[config.mk]
export PLATFORM = sky130hd
export DESIGN_NAME = serial_regfile
export DESIGN_NICKNAME = d
export VERILOG_FILES = /design/src/rtl/regfile_pkg.sv /design/src/rtl/serial_seq_ctrl.sv /design/src/rtl/serial_regfile.sv
export SDC_FILE = /design/constraint.sdc
export NUM_CORES = 2
export LEC_CHECK = 0
export CAP_MARGIN = 10
export CORE_ASPECT_RATIO = 2
export CORE_UTILIZATION = 30
export CTS_CLUSTER_SIZE = 24
export DETAILED_ROUTE_END_ITERATION = 8
export HOLD_SLACK_MARGIN = 0.03
export MAX_ROUTING_LAYER = met4
export PLACE_DENSITY_LB_ADDON = 0.1
export SETUP_SLACK_MARGIN = 0.1
export SYNTH_ARGS = -nofsm -noshare
export SYNTH_HDL_FRONTEND = slang
export SYNTH_SLANG_ARGS = --single-unit
[constraint.sdc]
create_clock -name clk -period 7.1 [get_ports clk]
set_clock_uncertainty 0.05 [all_clocks]
set_input_delay 0.71 -clock clk [delete_from_list [all_inputs] [get_ports clk]]
set_output_delay 0.71 -clock clk [all_outputs]
set_load 0.01 [all_outputs]
[src/rtl/regfile_pkg.sv]
// Shared definitions for the digit-serial register file: state encoding,
// default geometry and the width helper used by the top and its sequencer.
package regfile_pkg;

    localparam int unsigned RegfileXlen  = 32;
    localparam int unsigned RegfileNregs = 32;
    localparam int unsigned RegfileDigit = 1;

    typedef enum logic [1:0] {
        StIdle  = 2'd0,
        StShift = 2'd1,
        StDone  = 2'd2
    } seq_state_e;

    // Index width for n items, never narrower than one bit.
    function automatic int unsigned clog2_min1(input int unsigned n);
        return (n <= 32'd2) ? 32'd1 : $clog2(n);
    endfunction

endpackage

[src/rtl/serial_seq_ctrl.sv]
// Transfer sequencer: start/busy/done FSM, digit counter and the select and
// write-enable latches captured when a start is accepted in idle.
module serial_seq_ctrl
    import regfile_pkg::*;
#(
    parameter int unsigned NREGS = RegfileNregs,
    parameter int unsigned ND    = RegfileXlen / RegfileDigit,
    localparam int unsigned SelW = clog2_min1(NREGS),
    localparam int unsigned CntW = clog2_min1(ND)
) (
    input  logic            clk_i,
    input  logic            rst_ni,
    input  logic            start_i,
    input  logic [SelW-1:0] rd_sel_a_i,
    input  logic [SelW-1:0] rd_sel_b_i,
    input  logic [SelW-1:0] wr_sel_i,
    input  logic            wr_en_i,
    output logic            busy_o,
    output logic            done_o,
    output logic [CntW-1:0] cnt_o,
    output logic [SelW-1:0] sel_a_o,
    output logic [SelW-1:0] sel_b_o,
    output logic [SelW-1:0] wr_sel_o,
    output logic            wr_en_o
);

    seq_state_e      state_q, state_d;
    logic [CntW-1:0] cnt_q, cnt_d;
    logic [SelW-1:0] sel_a_q, sel_a_d;
    logic [SelW-1:0] sel_b_q, sel_b_d;
    logic [SelW-1:0] wr_sel_q, wr_sel_d;
    logic            wr_en_q, wr_en_d;

    always_comb begin
        state_d  = state_q;
        cnt_d    = cnt_q;
        sel_a_d  = sel_a_q;
        sel_b_d  = sel_b_q;
        wr_sel_d = wr_sel_q;
        wr_en_d  = wr_en_q;
        unique case (state_q)
            StIdle: begin
                if (start_i) begin
                    state_d  = StShift;
                    cnt_d    = '0;
                    sel_a_d  = rd_sel_a_i;
                    sel_b_d  = rd_sel_b_i;
                    wr_sel_d = wr_sel_i;
                    wr_en_d  = wr_en_i;
                end
            end
            StShift: begin
                // Counter returns to zero on the last digit so idle shows index 0.
                if (cnt_q == CntW'(ND - 1)) begin
                    state_d = StDone;
                    cnt_d   = '0;
                end else begin
                    cnt_d = cnt_q + CntW'(1);
                end
            end
            StDone: begin
                state_d = StIdle;
            end
            default: begin
                state_d = StIdle;
                cnt_d   = '0;
            end
        endcase
    end

    always_ff @(posedge clk_i or negedge rst_ni) begin
        if (!rst_ni) begin
            state_q  <= StIdle;
            cnt_q    <= '0;
            sel_a_q  <= '0;
            sel_b_q  <= '0;
            wr_sel_q <= '0;
            wr_en_q  <= 1'b0;
        end else begin
            state_q  <= state_d;
            cnt_q    <= cnt_d;
            sel_a_q  <= sel_a_d;
            sel_b_q  <= sel_b_d;
            wr_sel_q <= wr_sel_d;
            wr_en_q  <= wr_en_d;
        end
    end

    assign busy_o   = (state_q == StShift);
    assign done_o   = (state_q == StDone);
    assign cnt_o    = cnt_q;
    assign sel_a_o  = sel_a_q;
    assign sel_b_o  = sel_b_q;
    assign wr_sel_o = wr_sel_q;
    assign wr_en_o  = wr_en_q;

endmodule

[src/rtl/serial_regfile.sv]
// Digit-serial register file: two read ports and one write port streamed a
// digit per cycle, least-significant digit first, under a start/busy/done handshake.
module serial_regfile
    import regfile_pkg::*;
#(
    parameter int unsigned XLEN     = RegfileXlen,
    parameter int unsigned NREGS    = RegfileNregs,
    parameter int unsigned DIGIT    = RegfileDigit,
    parameter int unsigned ZERO_REG = 1,
    localparam int unsigned ND      = XLEN / DIGIT,
    localparam int unsigned SelW    = clog2_min1(NREGS),
    localparam int unsigned CntW    = clog2_min1(ND)
) (
    input  logic             clk,
    input  logic             rst,
    input  logic             start,
    input  logic [SelW-1:0]  rd_sel_a,
    input  logic [SelW-1:0]  rd_sel_b,
    input  logic [SelW-1:0]  wr_sel,
    input  logic             wr_en,
    input  logic [DIGIT-1:0] wr_data,
    output logic [DIGIT-1:0] rd_a,
    output logic [DIGIT-1:0] rd_b,
    output logic [CntW-1:0]  digit_idx,
    output logic             busy,
    output logic             done
);

    localparam int unsigned DigitSh = $clog2(DIGIT);
    localparam int unsigned OffW    = CntW + DigitSh;
    localparam bit          ZeroEn  = (ZERO_REG != 0);

    if ((XLEN % DIGIT) != 0) begin : g_bad_xlen
        $error("serial_regfile: XLEN must be a multiple of DIGIT");
    end
    if (!(DIGIT == 1 || DIGIT == 2 || DIGIT == 4 || DIGIT == 8)) begin : g_bad_digit
        $error("serial_regfile: DIGIT must be 1, 2, 4 or 8");
    end
    if (NREGS < 2 || (NREGS & (NREGS - 1)) != 0) begin : g_bad_nregs
        $error("serial_regfile: NREGS must be a power of two, at least 2");
    end

    logic [CntW-1:0] cnt;
    logic [SelW-1:0] sel_a_l, sel_b_l, wr_sel_l;
    logic            wr_en_l;
    logic            busy_w, done_w;
    logic [OffW-1:0] bit_off;
    logic            wr_ok;

    logic [XLEN-1:0] regs_q [NREGS];

    serial_seq_ctrl #(
        .NREGS (NREGS),
        .ND    (ND)
    ) u_ctrl (
        .clk_i      (clk),
        .rst_ni     (rst),
        .start_i    (start),
        .rd_sel_a_i (rd_sel_a),
        .rd_sel_b_i (rd_sel_b),
        .wr_sel_i   (wr_sel),
        .wr_en_i    (wr_en),
        .busy_o     (busy_w),
        .done_o     (done_w),
        .cnt_o      (cnt),
        .sel_a_o    (sel_a_l),
        .sel_b_o    (sel_b_l),
        .wr_sel_o   (wr_sel_l),
        .wr_en_o    (wr_en_l)
    );

    // DIGIT is a power of two, so the bit offset is the digit index shifted up.
    assign bit_off = OffW'(cnt) << DigitSh;
    assign wr_ok   = busy_w && wr_en_l && !(ZeroEn && (wr_sel_l == '0));

    always_ff @(posedge clk or negedge rst) begin
        if (!rst) begin
            for (int unsigned i = 0; i < NREGS; i++) begin
                regs_q[i] <= '0;
            end
        end else if (wr_ok) begin
            regs_q[wr_sel_l][bit_off +: DIGIT] <= wr_data;
        end
    end

    // Reads see the pre-write digit: the write lands on the edge ending the cycle.
    always_comb begin
        rd_a = '0;
        rd_b = '0;
        if (busy_w) begin
            if (!(ZeroEn && (sel_a_l == '0))) begin
                rd_a = regs_q[sel_a_l][bit_off +: DIGIT];
            end
            if (!(ZeroEn && (sel_b_l == '0))) begin
                rd_b = regs_q[sel_b_l][bit_off +: DIGIT];
            end
        end
    end

    assign digit_idx = cnt;
    assign busy      = busy_w;
    assign done      = done_w;

endmodule

==> results.md <==
- Largest net degree at the start of global routing: ~180
- Core area: 197000 sq um
- Antenna Violating Nets Remaining: 0
- Post-Synthesis Cells: 5416
- DR vias: 48379
- Crit path DAT: between 5 and 6 ns
- Worst EP required: ~6.3 ns
- Final net count: 5037
- R2r endpoint: regs_q[749]
- Vias/cell: 6.31
- Die area: around 200000 sq um
- Area grow syn2layout: 10.2%
- Maximum vdd drop: 0.000224 V
- Final period util: 93.4%
- PD cells: 411 nW/um^2
- Top FF cell, synth: dfrtp_1
- Switching share of total power: 45.8%
- Clk Latency, worst-skew pair: 0.75 ns
- R2r startpoint: u_ctrl.cnt_o[1]
- Post-DP Area: a little over 60000 sq um
- PortBufs: 28
- Worst-path clk slew: 0.07 ns
- Post-CTS Setup Bufs: 0
- Row count: 230
- Worst Setup SP: u_ctrl.sel_a_o[0]
- RSZ-0062 raised after global routing: no
- Sequential share of power: 31.1%
- Hold WC Path Type: reg -> reg
- R2r setup slk: 2.56 ns
- CTS tree: built
- Drt wl/cell: 38.2 um
- Count of final max-slew check failures: 0
- Min Hold Slack: 0.348 ns
- Lkg Pwr: 19.4 nW
- Initial DRT Pass Iterations: 6
- Max-capacitance violation count: 0
- Setup TNS Final: 0 ns
- Setup Crit Path Kind: reg -> out
- Worst slew margin: 9.06%
- Commonest cells after routing, fill and taps aside: dfrtp_1 (1036), o21ai_0 (1029), o31ai_1 (746)
- Async SR Flop Fraction: 100%
- Critical path endpoint category: output port
- Post-synth EDFFs: 0
- First-pass GRT wire length: 408000 um
- DP HPWL: ~190000 um
- Clk buf depth: 3
- # fillers: 19716
- Run status: completed
- Cell Area, Synth: 59500 sq um
- Final Hold Vio Count: 0
- Count of cell types in the netlist: 75
- Worst Setup EP: rd_a
- Post-synthesis area per instance: 11.0 sq um
- Reg2Reg Depth: 10
- Vias in the first global route: 47980
- Sw power: 12.3 mW
- Clock power share: between 20% and 30%
- Critical Path Fanout Max: 31
- Aggregate global routing overflow: 0
- Cell area after layout: 65500 sq um
- Worst Max-Slew Pin Slew: 1.36 ns
- Chip Width: 317 um
- Critical Path Start Type: flip-flop
- Final setup fails: 0
- Synthesized Nets: 5442
- I/O pin cnt: 29
- DRC Markers: 0
- Share of cells above drive strength 1: 19.5%
- Commonest non-fill, non-tap cell in the layout: dfrtp_1
- Sequential fraction of the synthesis area: around 44%
- Synth Register Bits: approximately 1000
- H-tree depth: 3
- Int Pwr: 14.6 mW
- Comb pwr share: 45.4%
- GRT Resource Usage Total: 30.1%
- Syn. warnings: 0
- Root buf cell: clkbuf_16
- CTS Sinks: 1047
- Total CTS buffers: 105
- Shortest period the worst path allows: 6.63 ns
- Routed WL: 293000 um
- Initial core utilization: 30.3%
- RD Place Congestion: 0.943
- Chip Height: 632 um
- DRT iter0 DRCs: 4853
- Fmax: 151 MHz
- Final Power: 27.0 mW
- Antenna violations before repair: 12
==> layer usage <==
| metal | global-route usage [%] | routed length (um) | part of all wire (%) | up-vias |
|---|---|---|---|---|
| li1 | - | - | - | 20174 |
| met1 | 32.4 | 105000 | 36 | 25353 |
| met2 | 50.1 | 148000 | 50 | 2005 |
| met3 | 4.38 | 14500 | 5.0 | 847 |
| met4 | 21.9 | 25800 | 8.8 | 0 |
| met5 | - | 0 | 0 | - |
==> cell families (layout without fill, tap and decap cells) <==
group,count (synthesis),in the layout,synth area share (%)
flip-flops,1047,1047,44.0
multiplexers,650,650,21.5
other,0,16,0
adder cells (fa/ha/maj),6,6,0.126
AO/OA/AOI/OAI,2058,2058,21.6
buffers and inverters,747,430,5.80
XOR/XNOR,4,4,0.0589
AND/OR/NAND/NOR,904,904,6.87
==> final cells by class <==
type / instances / area (sq um) / area share (%)
Timing Repair Buffer: 222 / 2010 / 3.06
Inverter: 13 / 48.8 / 0.0745
Clock inverter: 49 / 684 / 1.04
Tap cell: 2552 / 3190 / 4.87
Multi-Input combinational cell: 3622 / 30300 / 46.2
Antenna cell: 16 / 40.0 / 0.0611
Sequential cell: 1047 / 26200 / 40.0
Clock buffer: 146 / 3030 / 4.63
==> timing repair <==
action | in CTS | in global routing
resized for setup | 0 | 0
hold buffers | 1 | 0
hold endpoints to repair | 66 | 0
==> power groups by stage <==
stage / clock, mW / combinational [mW] / sequential (mW)
floorplan: 0 / 7.66 / 7.54
global placement: 0 / 12.0 / 8.43
detailed placement: 0 / 12.1 / 8.45
CTS: 6.45 / 12.1 / 8.35
global route: 6.62 / 12.7 / 8.48
finish: 6.33 / 12.2 / 8.40
==> synthesized netlist by cell type (12+ instances only) <==
cell type / count / share of area (%)
dfrtp_1: 1047 / 44
o21ai_0: 1030 / 8.7
o31ai_1: 747 / 9.4
clkbuf_1: 574 / 3.6
mux4_2: 448 / 17
nand2_1: 401 / 2.5
nand3_1: 284 / 2.4
mux2i_1: 128 / 2.2
nor2_1: 78 / 0.49
a22oi_1: 57 / 0.72
a21oi_1: 50 / 0.42
buf_2: 45 / 0.38
buf_6: 38 / 0.72
mux4_1: 36 / 1.6
mux2_2: 34 / 0.64
o221ai_1: 34 / 0.50
buf_1: 32 / 0.20
nor2b_1: 30 / 0.32
buf_4: 28 / 0.35
o22ai_1: 27 / 0.28
nor3_1: 26 / 0.22
a221oi_1: 21 / 0.31
and2_1: 16 / 0.17
a211oi_1: 15 / 0.19
a22o_1: 14 / 0.21
nand2b_1: 14 / 0.15
nand4_1: 12 / 0.13
==> flip-flops by register name (all words and copies together), names as in the netlist <==
| name | cells |
|---|---|
| u_ctrl.wr_en_o | 1 |
| regs_q | 1024 |
| u_ctrl.sel_b_o | 5 |
| u_ctrl.cnt_o | 5 |
| u_ctrl.state_q | 2 |
| u_ctrl.sel_a_o | 5 |
| u_ctrl.wr_sel_o | 5 |
==> critical path, cell delays in order (launching register included) <==
cell and delay [ns]:
dfrtp_4 1.02, buf_4 0.45, mux4_2 0.28, inv_1 0.07, a221oi_1 0.39, o22ai_1 0.34, nor2_1 0.45, a311oi_1 0.20
o32ai_1 1.06, buf_4 0.25, clkdlybuf4s50_1 0.53
==> worst min-delay path by stage <==
stage                             from            to  slack (ns)  cells after the start
after floorplan                    rst     regs_q[0]        0.36                      0
after global placement     regs_q[995]   regs_q[995]        0.33                      0
after detailed placement  regs_q[1004]  regs_q[1004]        0.33                      0
after CTS                  regs_q[992]   regs_q[992]        0.35                      0
after global routing      regs_q[1009]  regs_q[1009]        0.36                      0
final                     regs_q[1006]  regs_q[1006]        0.35                      0
==> through the flow <==
step	cells	worst slack, ns	util [%]
floorplan	5416	3.72	-
global placement	7451	-0.176	31.4
detailed placement	7453	1.33	31.4
CTS	7649	0.518	33.3
global route	7657	0.411	33.3
finish	7667	0.471	33.3
Power figures use the tool's default switching activity.
